**src/rtl/pe_pkg.sv**
```systemverilog
// Shared types and constants for the processing-element datapath:
// drain FSM states, accumulator width and requant saturation limits.
package pe_pkg;

  typedef enum logic [1:0] {
    IDLE  = 2'd0,
    FILL  = 2'd1,
    DRAIN = 2'd2
  } drain_state_t;

  function automatic int ACC_WIDTH(input int w);
    return 2 * w;
  endfunction

  function automatic longint sat_max(input int w);
    return (longint'(1) <<< (w - 1)) - 64'sd1;
  endfunction

  function automatic longint sat_min(input int w);
    return -(longint'(1) <<< (w - 1));
  endfunction

endpackage

```
**src/rtl/pe_result_drain_requant_sat.sv**
```systemverilog
// Combinational requantizer: round-half-up arithmetic right shift of a
// 2W-bit accumulator followed by saturation to a signed W-bit word.
module requant_sat
  import pe_pkg::*;
#(
  parameter int DATA_WIDTH  = 16,
  parameter int SHIFT_WIDTH = 5
) (
  input  logic signed [2*DATA_WIDTH-1:0] acc,
  input  logic        [SHIFT_WIDTH-1:0]  shift,
  output logic signed [DATA_WIDTH-1:0]   data,
  output logic                           sat
);

  localparam int ACC_W = ACC_WIDTH(DATA_WIDTH);
  localparam int EXT_W = ACC_W + 1;
  localparam logic signed [EXT_W-1:0] MAX_X = EXT_W'(sat_max(DATA_WIDTH));
  localparam logic signed [EXT_W-1:0] MIN_X = EXT_W'(sat_min(DATA_WIDTH));

  // One guard bit keeps the rounding add from wrapping at the accumulator max.
  function automatic logic signed [EXT_W-1:0] round_shift(
    input logic signed [ACC_W-1:0]       a,
    input logic        [SHIFT_WIDTH-1:0] s
  );
    int                       sh;
    logic signed [EXT_W-1:0]  ext;
    logic signed [EXT_W-1:0]  rnd;
    sh  = (int'(s) >= ACC_W) ? ACC_W - 1 : int'(s);
    ext = {a[ACC_W-1], a};
    rnd = (sh > 0) ? (EXT_W'(1) << (sh - 1)) : '0;
    return (ext + rnd) >>> sh;
  endfunction

  // Returns {sat, word}.
  function automatic logic [DATA_WIDTH:0] saturate(input logic signed [EXT_W-1:0] r);
    if (r > MAX_X) begin
      return {1'b1, MAX_X[DATA_WIDTH-1:0]};
    end else if (r < MIN_X) begin
      return {1'b1, MIN_X[DATA_WIDTH-1:0]};
    end else begin
      return {1'b0, r[DATA_WIDTH-1:0]};
    end
  endfunction

  always_comb begin
    {sat, data} = saturate(round_shift(acc, shift));
  end

endmodule

```
**src/rtl/pe_result_drain.sv**
```systemverilog
// Snapshots a finished tile's accumulators and streams the requantized lanes
// out one word per cycle over valid/ready; busy gates the next tile_done.
module pe_result_drain
  import pe_pkg::*;
#(
  parameter int DATA_WIDTH  = 16,
  parameter int NUM_MACS    = 4,
  parameter int SHIFT_WIDTH = 5
) (
  input  logic                                 clk,
  input  logic                                 rst,
  input  logic                                 tile_done,
  input  logic [NUM_MACS*2*DATA_WIDTH-1:0]     acc_flat,
  input  logic [SHIFT_WIDTH-1:0]               shift,
  output logic                                 busy,
  output logic                                 out_valid,
  input  logic                                 out_ready,
  output logic signed [DATA_WIDTH-1:0]         out_data,
  output logic [$clog2(NUM_MACS)-1:0]          out_idx,
  output logic                                 out_last,
  output logic                                 out_sat,
  output logic                                 drop_err
);

  localparam int ACC_W = ACC_WIDTH(DATA_WIDTH);
  localparam int IDX_W = $clog2(NUM_MACS);
  localparam logic [IDX_W-1:0] LAST_IDX = IDX_W'(NUM_MACS - 1);

  drain_state_t state, state_nx;

  logic signed [ACC_W-1:0]      lane_p0 [NUM_MACS];
  logic [SHIFT_WIDTH-1:0]       shift_p0;
  logic [IDX_W-1:0]             idx_p0;

  logic signed [DATA_WIDTH-1:0] data_p1;
  logic                         sat_p1;
  logic [IDX_W-1:0]             idx_p1;
  logic                         drop_p1;

  logic signed [DATA_WIDTH-1:0] rq_data;
  logic                         rq_sat;
  logic                         hs;
  logic                         last;
  logic                         capture;
  logic                         load;

  assign out_valid = (state == DRAIN);
  assign hs        = out_valid & out_ready;
  assign last      = (idx_p1 == LAST_IDX);
  // A tile may land in the same cycle the final lane leaves.
  assign busy      = (state != IDLE) & ~((state == DRAIN) & hs & last);
  assign capture   = tile_done & ~busy;

  assign out_data  = data_p1;
  assign out_idx   = idx_p1;
  assign out_sat   = sat_p1;
  assign out_last  = last;
  assign drop_err  = drop_p1;

  always_ff @(posedge clk) begin
    if (!rst) state <= IDLE;
    else      state <= state_nx;
  end

  always_comb begin
    state_nx = state;
    load     = 1'b0;
    unique case (state)
      IDLE: begin
        if (capture) state_nx = FILL;
      end
      FILL: begin
        load     = 1'b1;
        state_nx = DRAIN;
      end
      DRAIN: begin
        if (hs) begin
          if (last) state_nx = capture ? FILL : IDLE;
          else      load     = 1'b1;
        end
      end
      default: state_nx = IDLE;
    endcase
  end

  // Stage p0: tile snapshot (data only, contents irrelevant after reset)
  always_ff @(posedge clk) begin
    if (capture) begin
      for (int i = 0; i < NUM_MACS; i++) begin
        lane_p0[i] <= acc_flat[i*ACC_W +: ACC_W];
      end
      shift_p0 <= shift;
    end
  end

  requant_sat #(
    .DATA_WIDTH  (DATA_WIDTH),
    .SHIFT_WIDTH (SHIFT_WIDTH)
  ) u_requant (
    .acc   (lane_p0[idx_p0]),
    .shift (shift_p0),
    .data  (rq_data),
    .sat   (rq_sat)
  );

  // Stage p1: output register, lane pointer and sticky drop flag
  always_ff @(posedge clk) begin
    if (!rst) begin
      idx_p0  <= '0;
      idx_p1  <= '0;
      data_p1 <= '0;
      sat_p1  <= 1'b0;
      drop_p1 <= 1'b0;
    end else begin
      if (capture) begin
        idx_p0 <= '0;
      end else if (load) begin
        idx_p0 <= (idx_p0 == LAST_IDX) ? '0 : idx_p0 + IDX_W'(1);
      end
      if (load) begin
        idx_p1  <= idx_p0;
        data_p1 <= rq_data;
        sat_p1  <= rq_sat;
      end
      if (tile_done & busy) drop_p1 <= 1'b1;
    end
  end

endmodule

```
**config.mk**
```make
export PLATFORM = sky130hd
export DESIGN_NAME = pe_result_drain
export DESIGN_NICKNAME = d
export VERILOG_FILES = /design/src/rtl/pe_pkg.sv /design/src/rtl/pe_result_drain_requant_sat.sv /design/src/rtl/pe_result_drain.sv
export SDC_FILE = /design/constraint.sdc
export NUM_CORES = 1
export LEC_CHECK = 0
export ABC_AREA = 1
export CORE_MARGIN = 2
export CORE_UTILIZATION = 25
export DETAILED_ROUTE_END_ITERATION = 10
export PLACE_DENSITY = 0.52
export SLEW_MARGIN = 20
export SYNTH_ARGS = -nofsm -noshare
export SYNTH_HDL_FRONTEND = slang
export SYNTH_SLANG_ARGS = --single-unit
```
**constraint.sdc**
```tcl
create_clock -name clk -period 9.69 [get_ports clk]
set_input_delay 2.4225 -clock clk [delete_from_list [all_inputs] [get_ports clk]]
set_output_delay 2.4225 -clock clk [all_outputs]
set_load 0.05 [all_outputs]
```
* Word-level counts from Yosys, hierarchy flattened
Memories as Yosys holds them, arrays and structs flattened. A register that Yosys moved wholly into a read port is not among the register bits. Cells that the tools add are included.
Storage, ports and cells: flip-flop bits (word level) 29, memory bits (writable) 128, output and inout bits 23, word-level logic and storage cells 52, memories 1
Memories:
- lane_p0 | words 4, width 32, rd ports 1, clocked after memory_dff 1, write ports 4, line pe_result_drain.sv:31 | logic signed [ACC_W-1:0] lane_p0 [NUM_MACS];
Operators by class: add/sub/neg operators 3, $lt $le $gt $ge 3, equal/unequal tests 7, shift operators 2, mux-type cells 16, bitwise operators 9, reduce and logical (&&, ||, !) cells 4
Operators by type and width (number):
- $mux W17 | 2
- $add A32 B33 Y33 | 1
- $gt A33 B16 Y1 const B | 1
- $lt A33 B16 Y1 const B | 1
- $mux W33 | 1
- $shl A1 B32 Y33 const A | 1
- $sshr A33 B5 Y33 | 1
- $mux W2 | 6
- $and A1 B1 Y1 | 6
- $eq A2 B2 Y1 const B | 3
- $pmux W2 S3 | 1
- $sub A5 B1 Y6 const B | 1
- $gt A5 B1 Y1 const B | 1
- $mux W1 | 5
- $ne A2 B1 Y1 const B | 2
- $not A1 Y1 | 3
- $reduce_and A3 Y1 | 1
- $add A2 B1 Y2 const B | 1
- $eq A2 B1 Y1 const B | 1
- $logic_not A2 Y1 | 1
- $ne A2 B2 Y1 const B | 1
- $pmux W1 S2 | 1
- $reduce_bool A2 Y1 | 1
- $reduce_or A2 Y1 | 1

* Logic depth before layout (Yosys ltp)
word-level depth 12, mapped depth 43, depth with buffers taken out 39

* By module
From an unflattened synthesis, not the netlist that was laid out.
Unflattened totals: cells, all modules 1704, area, all modules 11980.2 um^2
Modules (own cells, without submodules):
- requant_sat | times used 1, cells an instance 1257, area each 6098.3 um^2, seq. area each 0.0 um^2
- pe_result_drain | times used 1, cells an instance 447, area each 5881.9 um^2, seq. area each 4514.3 um^2

* Worst setup path before layout
OpenSTA, ideal clock, no wires.
path kind in2reg, start point in out_ready, end point reg state[0], setup time 0.086 ns, arrival 9.182 ns, required time 9.604 ns, slack 0.422 ns, cell stages on the path 8, buffers on the path 0, path through nand2_1 o21ai_0 inv_1 nor2_1 nand2_1 a21oi_1 nor2_1 a211oi_1
Between the ends: word-level cells in the longest chain between the ends 11
Ends and longest elaborated chain:
- start: declaration | line pe_result_drain.sv:17 | input logic out_ready,
- $and A1 B1 Y1 * | line pe_result_drain.sv:48 | assign hs = out_valid & out_ready;
- $and A1 B1 Y1 * (2 in a row) | line pe_result_drain.sv:51 | assign busy = (state != IDLE) & ~((state == DRAIN) & hs & last);
- $not A1 Y1 * | line pe_result_drain.sv:51
- $and A1 B1 Y1 * | line pe_result_drain.sv:51
- via busy | line pe_result_drain.sv:15 | output logic busy,
- $not A1 Y1 * | line pe_result_drain.sv:52 | assign capture = tile_done & ~busy;
- $and A1 B1 Y1 * | line pe_result_drain.sv:52
- via capture | line pe_result_drain.sv:44 | logic capture;
- $mux W1 | line pe_result_drain.sv:78 | if (last) state_nx = capture ? FILL : IDLE;
- $mux W2 | line pe_result_drain.sv:78
- $mux W2 | line pe_result_drain.sv:77 | if (hs) begin
- $pmux W2 S3 | line pe_result_drain.sv:68 | unique case (state)
- end signal: assignment | line pe_result_drain.sv:62 | else state <= state_nx;
- end: declaration | line pe_result_drain.sv:29 | drain_state_t state, state_nx;
Mark *: on every way through the listed nets, which the timed path passes. The rest lies on a longest branch. The select of a mux whose other input is x is not followed. A chain may end at the register's enable or synchronous reset.

* Worst setup path in the final report
start point in out_ready, end point out busy
Between the ends: word-level cells in the longest chain between the ends 5
Ends and longest elaborated chain (line):
- $and A1 B1 Y1 | pe_result_drain.sv:48
- $and A1 B1 Y1 (2 in a row) | pe_result_drain.sv:51
- $not A1 Y1 | pe_result_drain.sv:51
- $and A1 B1 Y1 | pe_result_drain.sv:51
- end: declaration | pe_result_drain.sv:15
No other way between the ends.

==> impl_metrics.xml <==
<?xml version="1.0" encoding="UTF-8"?>
<metrics>
  <group name="placed_design">
    <metric name="gp_congestion" unit="">0.8977</metric>
    <metric name="portBuffers" unit="">159</metric>
    <metric name="place_hpwl" unit="mm">28.19</metric>
  </group>
  <group name="critical_path">
    <metric name="timing.reg2reg.worst_path_depth" unit="">37</metric>
    <metric name="reg2reg_to" unit="">out_data[13]</metric>
    <metric name="crit_path_start" unit="">out_ready</metric>
    <metric name="cp-start-kind" unit="">input pin</metric>
    <metric name="r2r-start" unit="">shift_p0[0]</metric>
    <metric name="critical_path.endpoint_type" unit="">output port</metric>
    <metric name="crit_end" unit="">busy</metric>
    <metric name="crit_arrival" unit="ps">4060</metric>
    <metric name="worst-setup-path-type" unit="">input pin to output port</metric>
    <metric name="critical_path.max_fanout" unit="">3</metric>
    <metric name="required" unit="ps">7270</metric>
    <metric name="reg2reg_slack" unit="ps">3400</metric>
  </group>
  <group name="cells_and_area">
    <metric name="nets_final" unit="">1890</metric>
    <metric name="post-route-util" unit="%">31.60</metric>
    <metric name="num_antenna_cells" unit="">0</metric>
    <metric name="layout-area-overhead-vs-synth" unit="%">24.40</metric>
    <metric name="post_route_cells_drive_above_1_share" unit="%">6.083</metric>
  </group>
  <group name="synthesis">
    <metric name="syn_area" unit="mm²">0.01128</metric>
    <metric name="yosysWarnings" unit="">0</metric>
    <metric name="synthesis_stage_register_bit_count" unit="">159</metric>
    <metric name="postSynth.topFlopCell" unit="">sky130_fd_sc_hd__edfxtp_1</metric>
    <metric name="postSynthAreaPerCell" unit="µm²">7.114</metric>
    <metric name="post-synth-top-area-cell" unit="">sky130_fd_sc_hd__edfxtp_1</metric>
    <metric name="ys_types" unit="">51</metric>
    <metric name="synth.most_common_cell" unit="">sky130_fd_sc_hd__nand2_1</metric>
    <metric name="ys_top_cells_by_area" unit="">sky130_fd_sc_hd__edfxtp_1 35%, sky130_fd_sc_hd__nand2_1 15%, sky130_fd_sc_hd__nand3_1 11%</metric>
    <metric name="seq_area_frac_synth" unit="%">40.01</metric>
    <metric name="syn_nets" unit="">1763</metric>
    <metric name="async_reset_ff_share" unit="%">0</metric>
    <metric name="synth_edf_count" unit="">133</metric>
    <metric name="syn_inst" unit="">1586</metric>
    <metric name="synth.cells.most_frequent" unit="">459 x sky130_fd_sc_hd__nand2_1, 250 x sky130_fd_sc_hd__nand3_1, 167 x sky130_fd_sc_hd__inv_1, 162 x sky130_fd_sc_hd__nor2_1, 133 x sky130_fd_sc_hd__edfxtp_1</metric>
    <metric name="synth_top_area_share" unit="%">35.40</metric>
  </group>
  <group name="drt">
    <metric name="final_routed_wirelength" unit="mm">36.18</metric>
    <metric name="final_antenna_net_count" unit="">0</metric>
    <metric name="residual_drc_count" unit="">0</metric>
    <metric name="detail_route.first_pass.iterations" unit="">6</metric>
    <metric name="drt_first_iter_violations" unit="">824</metric>
    <metric name="detailroute.via_count" unit="">10780</metric>
    <metric name="wire_per_inst" unit="µm">15.61</metric>
    <metric name="drt-vias-per-instance" unit="">4.651</metric>
  </group>
  <group name="clock_tree">
    <metric name="cts_inserted_buffers" unit="">17</metric>
    <metric name="cts_tree" unit="">yes</metric>
    <metric name="cts.repair_timing.setup_buffer_count" unit="">0</metric>
    <metric name="clockRootBuffer" unit="">sky130_fd_sc_hd__clkbuf_16</metric>
    <metric name="cts_num_sinks" unit="">159</metric>
    <metric name="ctsResizeCount" unit="">0</metric>
    <metric name="clkSlewWorstSetupHoldPaths" unit="ps">50</metric>
    <metric name="htree_num_levels" unit="">4</metric>
    <metric name="clock_tree.buffer_depth" unit="">2</metric>
    <metric name="hold_buffers" unit="">0</metric>
    <metric name="worst_skew_pair.late_latency" unit="ps">450</metric>
  </group>
  <group name="die">
    <metric name="die_area" unit="mm²">0.04685</metric>
    <metric name="floorplan.io_pins" unit="">160</metric>
    <metric name="floorplan.die.height" unit="µm">216.4</metric>
    <metric name="start_util" unit="%">25.40</metric>
    <metric name="core_area" unit="mm²">0.04441</metric>
    <metric name="std_cell_rows" unit="">77</metric>
    <metric name="die_w" unit="µm">216.4</metric>
  </group>
  <group name="power_and_ir_drop">
    <metric name="power_frac_clock" unit="%">17.9</metric>
    <metric name="share_seq_of_total_power" unit="%">26.8</metric>
    <metric name="ir_worst_vdd" unit="mV">0.1155</metric>
    <metric name="power.static_leakage" unit="nW">6.104</metric>
    <metric name="power.share.combinational" unit="%">55.3</metric>
    <metric name="switching_pwr" unit="mW">1.809</metric>
    <metric name="p_sw_share" unit="%">47.55</metric>
    <metric name="totalPowerFinal" unit="mW">3.806</metric>
    <metric name="internal_power" unit="mW">1.996</metric>
    <metric name="pwr_dens" unit="mW/mm²">271.1</metric>
  </group>
  <group name="grt">
    <metric name="antenna_found_initial" unit="">0</metric>
    <metric name="grt_util_all_layers" unit="%">15.75</metric>
    <metric name="grt_max_degree" unit="">82</metric>
    <metric name="first_global_vias" unit="">10640</metric>
    <metric name="grt_overflow" unit="">0</metric>
    <metric name="grt_pass1_wl" unit="mm">57.47</metric>
  </group>
  <group name="run">
    <metric name="max_cap_viol_count" unit="">0</metric>
  </group>
  <group name="timing">
    <metric name="drv_slew" unit="">0</metric>
    <metric name="rsz_0062_raised_after_global_routing" unit="">false</metric>
    <metric name="tns" unit="ps">0</metric>
    <metric name="hold_viol" unit="">0</metric>
    <metric name="tightestPinTransition" unit="ps">1032</metric>
    <metric name="timing.final.crit_period" unit="ps">6479</metric>
    <metric name="fmax" unit="MHz">154.3</metric>
    <metric name="period_share" unit="%">66.86</metric>
    <metric name="timing.hold.ws" unit="ps">461.2</metric>
    <metric name="slew-limit-headroom" unit="%">31.19</metric>
    <metric name="clock_skew" unit="ps">20.74</metric>
    <metric name="final-setup-viol-count" unit="">0</metric>
  </group>
  <group name="worst_hold_path">
    <metric name="type_of_the_worst_min_delay_path" unit="">register to register</metric>
  </group>
  <group name="outcome">
    <metric name="run_status" unit="">finished, final reports clean</metric>
  </group>
</metrics>
per-layer routing:
layer | global-route usage (%) | part of all wire [%] | up-vias
li1 | - | - | 5501
met2 | 25.37 | 46 | 316
met3 | 2.568 | 5.4 | 60
met4 | 6.256 | 3.1 | 0
met5 | 0 | 0 | -
met1 | 21.05 | 46 | 4905
metrics by stage:
stage / cells / setup WS [ps] / cell area (µm²)
final: 2318 / 3211 / 14040
after global placement: 2286 / 3151 / 13440
after detailed placement: 2286 / 3220 / 13440
after CTS: 2318 / 3212 / 14040
after global routing: 2318 / 2617 / 14040
after floorplan: 1586 / 421.9 / 11280
power groups by stage:
stage          registers [mW]  logic, mW  clock network [mW]
6_report                 1.02       2.10               0.682
5_1_grt                  1.04       2.36               0.732
4_1_cts                  1.02       2.10               0.711
3_5_place_dp             1.03       2.09                   0
3_3_place_gp             1.03       2.09                   0
2_1_floorplan            1.16       1.39                   0
final cells by class:
cell class                      count  area, µm²
Clock inverter                     12      157.7
Timing Repair Buffer              174       1704
Multi-Input combinational cell   1184       5809
Sequential cell                   159       4516
Clock buffer                       20      436.7
Tap cell                          592      740.7
Inverter                          177      671.9
Fill cell                        4754      30380
kinds of logic (layout without fill, tap and decap cells):
logic type / after synthesis / count (layout) / synth area share [%]
simple gates: 935 / 935 / 35.99
buf+inv: 243 / 383 / 8.572
compound gates: 193 / 193 / 9.681
flops: 159 / 159 / 40.01
fa+ha+maj: 40 / 40 / 4.502
xor+xnor: 16 / 16 / 1.242
worst min-delay path by stage:
| stage | start | end | slack, ps | cells after the start |
|---|---|---|---|---|
| final | drop_err | drop_err | 460 | 1 |
| after global routing | drop_err | drop_err | 480 | 1 |
| after floorplan | idx_p0[1] | register | 470 | 2 |
| after detailed placement | drop_err | drop_err | 450 | 1 |
| after global placement | drop_err | drop_err | 450 | 1 |
| after CTS | drop_err | drop_err | 470 | 1 |
flip-flops by register name (all words and copies together), names as in the netlist, named ones only:
register  flops
shift_p0      5
idx_p0        2
lane_p0     128
out_idx       2
out_sat       1
out_data     16
state         2
drop_err      1
placed cells by master, fill, tap and decap left out, drive strengths merged, types with 3 or more instances in the layout:
cell type | netlist | layout
a21oi | 53 | 53
and2 | 3 | 3
buf | 32 | 15
bufinv | 0 | 3
clkbuf | 34 | 20
clkdlybuf4s50 | 0 | 159
clkinv | 2 | 5
dfxtp | 26 | 26
edfxtp | 133 | 133
ha | 39 | 39
inv | 175 | 179
nand2 | 475 | 475
nand3 | 263 | 263
nand3b | 3 | 3
nand4 | 5 | 5
nor2 | 170 | 170
nor3 | 10 | 10
o211ai | 4 | 4
o21ai | 98 | 98
o22ai | 30 | 30
xnor2 | 6 | 6
xor2 | 10 | 10
worst max-delay path, cell delays in order:
cell	delay, ps
sky130_fd_sc_hd__clkdlybuf4s50_1	480
sky130_fd_sc_hd__nand2_1	70
sky130_fd_sc_hd__o21ai_0	230
sky130_fd_sc_hd__inv_1	130
sky130_fd_sc_hd__clkdlybuf4s50_1	720
(Power assumes the default switching activity.)
